===== config.mk =====
export PLATFORM = sky130hd
export DESIGN_NAME = feature_window_gen
export DESIGN_NICKNAME = d
export VERILOG_FILES = /design/src/rtl/cnn_pkg.sv /design/src/rtl/line_buffer.sv /design/src/rtl/feature_window_gen.sv
export SDC_FILE = /design/constraint.sdc
export NUM_CORES = 1
export LEC_CHECK = 0
export ABC_AREA = 1
export ABC_CLOCK_PERIOD_IN_PS = 8910
export CAP_MARGIN = 20
export CORE_UTILIZATION = 60
export DETAILED_ROUTE_END_ITERATION = 12
export DONT_BUFFER_PORTS = 1
export GPL_ROUTABILITY_DRIVEN = 0
export PLACE_DENSITY = 0.79
export SLEW_MARGIN = 5
export SYNTH_ARGS = -nofsm -noshare
export SYNTH_HDL_FRONTEND = slang
export SYNTH_SLANG_ARGS = --single-unit
export TNS_END_PERCENT = 50

===== constraint.sdc =====
create_clock -name clk -period 8.91 [get_ports clk]
set_input_delay 0.891 -clock clk [delete_from_list [all_inputs] [get_ports clk]]
set_output_delay 0.891 -clock clk [all_outputs]
set_load 0.02 [all_outputs]

===== src/rtl/cnn_pkg.sv =====
// Shared types and default geometry for the CNN feature path
// (feature_fwft, window generator, conv stages).
package cnn_pkg;

  localparam int DW = 8;

  typedef logic [DW-1:0] feature_t;

  localparam int IMG_W_DEF = 28;
  localparam int IMG_H_DEF = 28;
  localparam int K_DEF     = 3;

endpackage


===== src/rtl/line_buffer.sv =====
// One-row delay line: dout is the pixel pushed exactly DEPTH shifts ago.
// Contents are never reset; the window generator masks stale data by position.
module line_buffer #(
  parameter int DW    = 8,
  parameter int DEPTH = 28
) (
  input  logic          clk,
  input  logic          shift_en,
  input  logic [DW-1:0] din,
  output logic [DW-1:0] dout
);

  logic [DEPTH-1:0][DW-1:0] mem_q;
  logic [DEPTH-1:0][DW-1:0] mem_d;

  always_comb begin
    mem_d = mem_q;
    if (shift_en) begin
      mem_d = {mem_q[DEPTH-2:0], din};
    end
  end

  always_ff @(posedge clk) begin
    mem_q <= mem_d;
  end

  assign dout = mem_q[DEPTH-1];

endmodule


===== src/rtl/feature_window_gen.sv =====
// Builds KxK valid-padding, stride-1 windows from a raster pixel stream
// popped from an FWFT FIFO; output is a registered valid/ready stream.
module feature_window_gen
  import cnn_pkg::*;
#(
  parameter int DW    = cnn_pkg::DW,
  parameter int IMG_W = IMG_W_DEF,
  parameter int IMG_H = IMG_H_DEF,
  parameter int K     = K_DEF
) (
  input  logic              clk,
  input  logic              rst,
  input  logic              feature_valid,
  input  logic [DW-1:0]     in_feature,
  output logic              rd_en,
  input  logic              win_ready,
  output logic              win_valid,
  output logic [K*K*DW-1:0] win_data,
  output logic              frame_done
);

  localparam int CW = $clog2(IMG_W);
  localparam int RW = $clog2(IMG_H);

  logic [CW-1:0] col_q, col_d;
  logic [RW-1:0] row_q, row_d;
  logic          valid_q, valid_d;
  logic          done_q, done_d;
  logic [K*K-1:0][DW-1:0] win_q, win_d;

  // tap[m] is the pixel at the current column, m rows above the incoming one
  logic [DW-1:0] tap [K];

  logic consume;
  logic col_end;
  logic row_end;
  logic win_pos;

  assign rd_en   = rst & (~valid_q | win_ready);
  assign consume = rd_en & feature_valid;

  assign tap[0] = in_feature;

  for (genvar m = 0; m < K - 1; m++) begin : g_lb
    line_buffer #(
      .DW    (DW),
      .DEPTH (IMG_W)
    ) u_line_buffer (
      .clk      (clk),
      .shift_en (consume),
      .din      (tap[m]),
      .dout     (tap[m+1])
    );
  end

  assign col_end = (col_q == CW'(IMG_W - 1));
  assign row_end = (row_q == RW'(IMG_H - 1));
  assign win_pos = (col_q >= CW'(K - 1)) && (row_q >= RW'(K - 1));

  always_comb begin
    col_d   = col_q;
    row_d   = row_q;
    valid_d = valid_q;
    done_d  = done_q;
    win_d   = win_q;

    if (valid_q && win_ready) begin
      valid_d = 1'b0;
      done_d  = 1'b0;
    end

    // consume implies the held window (if any) is handed off this cycle
    if (consume) begin
      for (int i = 0; i < K; i++) begin
        for (int j = 0; j < K - 1; j++) begin
          win_d[i*K+j] = win_q[i*K+j+1];
        end
        win_d[i*K+K-1] = tap[K-1-i];
      end

      valid_d = win_pos;
      done_d  = win_pos && row_end && col_end;

      if (col_end) begin
        col_d = '0;
        row_d = row_end ? '0 : row_q + RW'(1);
      end else begin
        col_d = col_q + CW'(1);
      end
    end
  end

  always_ff @(posedge clk) begin
    if (!rst) begin
      col_q   <= '0;
      row_q   <= '0;
      valid_q <= 1'b0;
      done_q  <= 1'b0;
      win_q   <= '0;
    end else begin
      col_q   <= col_d;
      row_q   <= row_d;
      valid_q <= valid_d;
      done_q  <= done_d;
      win_q   <= win_d;
    end
  end

  assign win_valid  = valid_q;
  assign win_data   = win_q;
  assign frame_done = done_q;

endmodule


==> key figures <==
Clock network
  – CTS hold repair buffers: 0
  – Clock Latency Late Sink: ~550 ps
  – TritonCTS buffer count: 48
  – Root Buffer: clkbuf_16
  – Clock sinks: 532
  – Post_cts resized: 0
  – CTS Buffer Depth: 3
  – H-tree Lvls: 2
  – TritonCTS clock tree: yes
  – Clock transition at path regs: around 70 ps
  – Postcts setup bufs: 0

Global routing
  – Vias in the first global route: 6683
  – GRT Overall Usage: 0.1669
  – Congestion Overflow GR: 0
  – Global-route wire length before repair: between 30000 and 40000 um
  – Largest net degree at the start of global routing: between 150 and 200
  – Antenna violations before repair: 0

Critical path
  – Crit path cell chain: nand2_2 -> nand3_4 -> inv_8 -> buf_16 -> buf_4
  – Bufs and invs on worst path: 3
  – Worst r2r path cells: 5
  – Worst setup path class: flip-flop to flip-flop
  – Endpoint class of the critical path: flip-flop
  – CP peak stage delay: approximately 840 ps
  – Critical path startpoint category: flip-flop
  – CP arrival: approximately 3600 ps
  – Crit path required time: 9080 ps
  – Crit path max fanout: 137
  – Cell depth of the worst setup path: 5
  – Worst path top cell family by delay: buffers and inverters
  – Slowest CP cell: buf_4

Layout
  – Finished Core Util: 0.6877
  – Commonest cells after routing, fill and taps aside: edfxtp_1, dfxtp_1, nand2_1
  – Most common cell after layout, fill and taps aside: edfxtp_1
  – Fillers: between 1500 and 2000
  – Share of cells above drive strength 1: 0.09492
  – Synth-to-layout area growth: 12.14%
  – Ant diodes: 0
  – Nets: 885

Timing
  – Slew @ Worst Pin: around 940 ps
  – Setup-failing EPs final: 0
  – Post-route minimum period: 3400 ps
  – Max-slew violations: 0
  – Slew margin rel.: 0.3737
  – Slack of the critical path: 5510 ps
  – Final setup skew: slightly below 10 ps
  – Setup_tns: 0 ps
  – Period utilisation layout: 0.3816
  – Fmax: ~0.29 GHz
  – RSZ-0062 raised after global routing: no
  – Final hold viol count: 0

Floorplanning
  – Initial cell density of the core: 0.6132
  – Area of the core: between 20000 and 30000 sq um
  – DIE HEIGHT: 168.2 um
  – Die width: about 170 um
  – IO Count: 87
  – Die area: roughly 28000 sq um
  – Rows: 60

Route
  – WL met1: roughly 10000 um
  – Met3 wire length: ~1400 um
  – Met2 routed WL: between 10000 and 15000 um
  – Iteration count of the initial detailed-routing pass: 5
  – Via/cell ratio: approximately 5.4
  – Number of routed nets with antenna violations: 0
  – Average routed wire per standard cell: around 18 um
  – Drt drc: 0
  – Highest metal used: met4
  – Vias: ~6700
  – Final wirelength: about 23000 um
  – DR iter-0 viols: a little under 500

Power
  – Worst IR Drop VDD: between 150 and 200 uV
  – Power per cell area: roughly 270 nW/um^2
  – Lkg Pwr: ~6.3 nW

Logic synthesis
  – Seq/Total Area, Yosys: 0.9132
  – Syn Inst Count: 837
  – #FFs+latches synth: roughly 530
  – Synthesized area per cell: roughly 20 sq um
  – Number of synthesis warnings: 0
  – Yosys cell types: 25
  – Synth Net Count: ~850
  – Cell Area, Synth: 16570 sq um

Run
  – # Max-Cap Violations: 0

Min path
  – Hold Path Class: flip-flop to flip-flop
  – WHS Path Cells: 0

Placement
  – Dpl hpwl: between 10000 and 15000 um
  – Count of port buffers added during placement: 0
  – DP Worst Slack: a little under 5000 ps

Status
  – Status: finished, final reports clean
==> per-layer routing <==
metal / track usage / vias to the layer above
met1: 0.2251 / 3342
met4: 0.06601 / 0
li1: - / 3172
met5: 0 / -
met3: 0.04208 / 49
met2: 0.2652 / 181
==> flip-flops by register name (all words and copies together), names as in the netlist <==
name,flops
g_lb.u_line_buffer.mem_q,432
col_q,5
row_q,5
frame_done,1
win_data,72
win_valid,1
g_lb.u_line_buffer.dout,16
==> where the power goes <==
group	switching, mW	total (mW)	internal, mW
Sequential	0.0568	2.86	2.80
Combinational	0.0612	0.0748	0.0136
Clock	0.835	2.05	1.21
Total	0.953	4.98	4.03
==> per-stage QoR <==
stage                     std cells  hold slack [ps]  area [sq um]  power (mW)
after floorplan                 837            400.3         16570       2.969
after global placement         1158            400.0         16930       2.973
after detailed placement       1158            404.5         16930       2.980
after CTS                      1245            408.3         18530       5.034
after global routing           1247            413.2         18590       5.143
final                          1247            409.8         18590       4.979
==> cells in the mapped netlist (all sizes together) <==
master  instances  area, sq um
inv            38        142.6
dfxtp          84         1682
o211ai          1        7.510
nor3            1        5.000
o21ai          52        260.3
a21oi          32        160.2
nand2          72        272.8
edfxtp        448        13450
buf            18        98.84
ha              4        50.05
nand3          56        285.3
clkbuf          7        26.28
nand4           4        31.28
clkinv          1        3.750
xnor2           1        8.760
nor2           18        86.34
==> final cells by class <==
| type | instances | area [sq um] | area share |
|---|---|---|---|
| flip-flops and latches | 532 | 15130 | 0.8143 |
| clock buffers | 65 | 1358 | 0.07304 |
| multi-input cells | 241 | 1175 | 0.06322 |
| well taps | 341 | 426.7 | 0.02296 |
| clock inverters | 22 | 245.2 | 0.01320 |
| inverters | 39 | 153.9 | 0.008281 |
| repair buffers | 7 | 92.59 | 0.004982 |
==> kinds of logic after synthesis <==
family | synth area share
buffers and inverters | 0.01638
AOI/OAI and AO/OA | 0.02582
DFF | 0.9132
and+or+nand+nor | 0.04107
adders and majority gates | 0.003020
xor gates and xnor gates | 0.0005286
==> worst paths after layout <==
path                                                     start                          endpoint  slack [ps]
worst min register to register  g_lb[1].u_line_buffer.mem_q[2]   g_lb[1].u_line_buffer.mem_q[10]         410
worst max-delay path                                 win_valid  g_lb[0].u_line_buffer.mem_q[112]        5510
worst max register to register                       win_valid  g_lb[0].u_line_buffer.mem_q[112]        5510
worst min-delay path            g_lb[1].u_line_buffer.mem_q[2]   g_lb[1].u_line_buffer.mem_q[10]         410
Power figures use the tool's default switching activity.
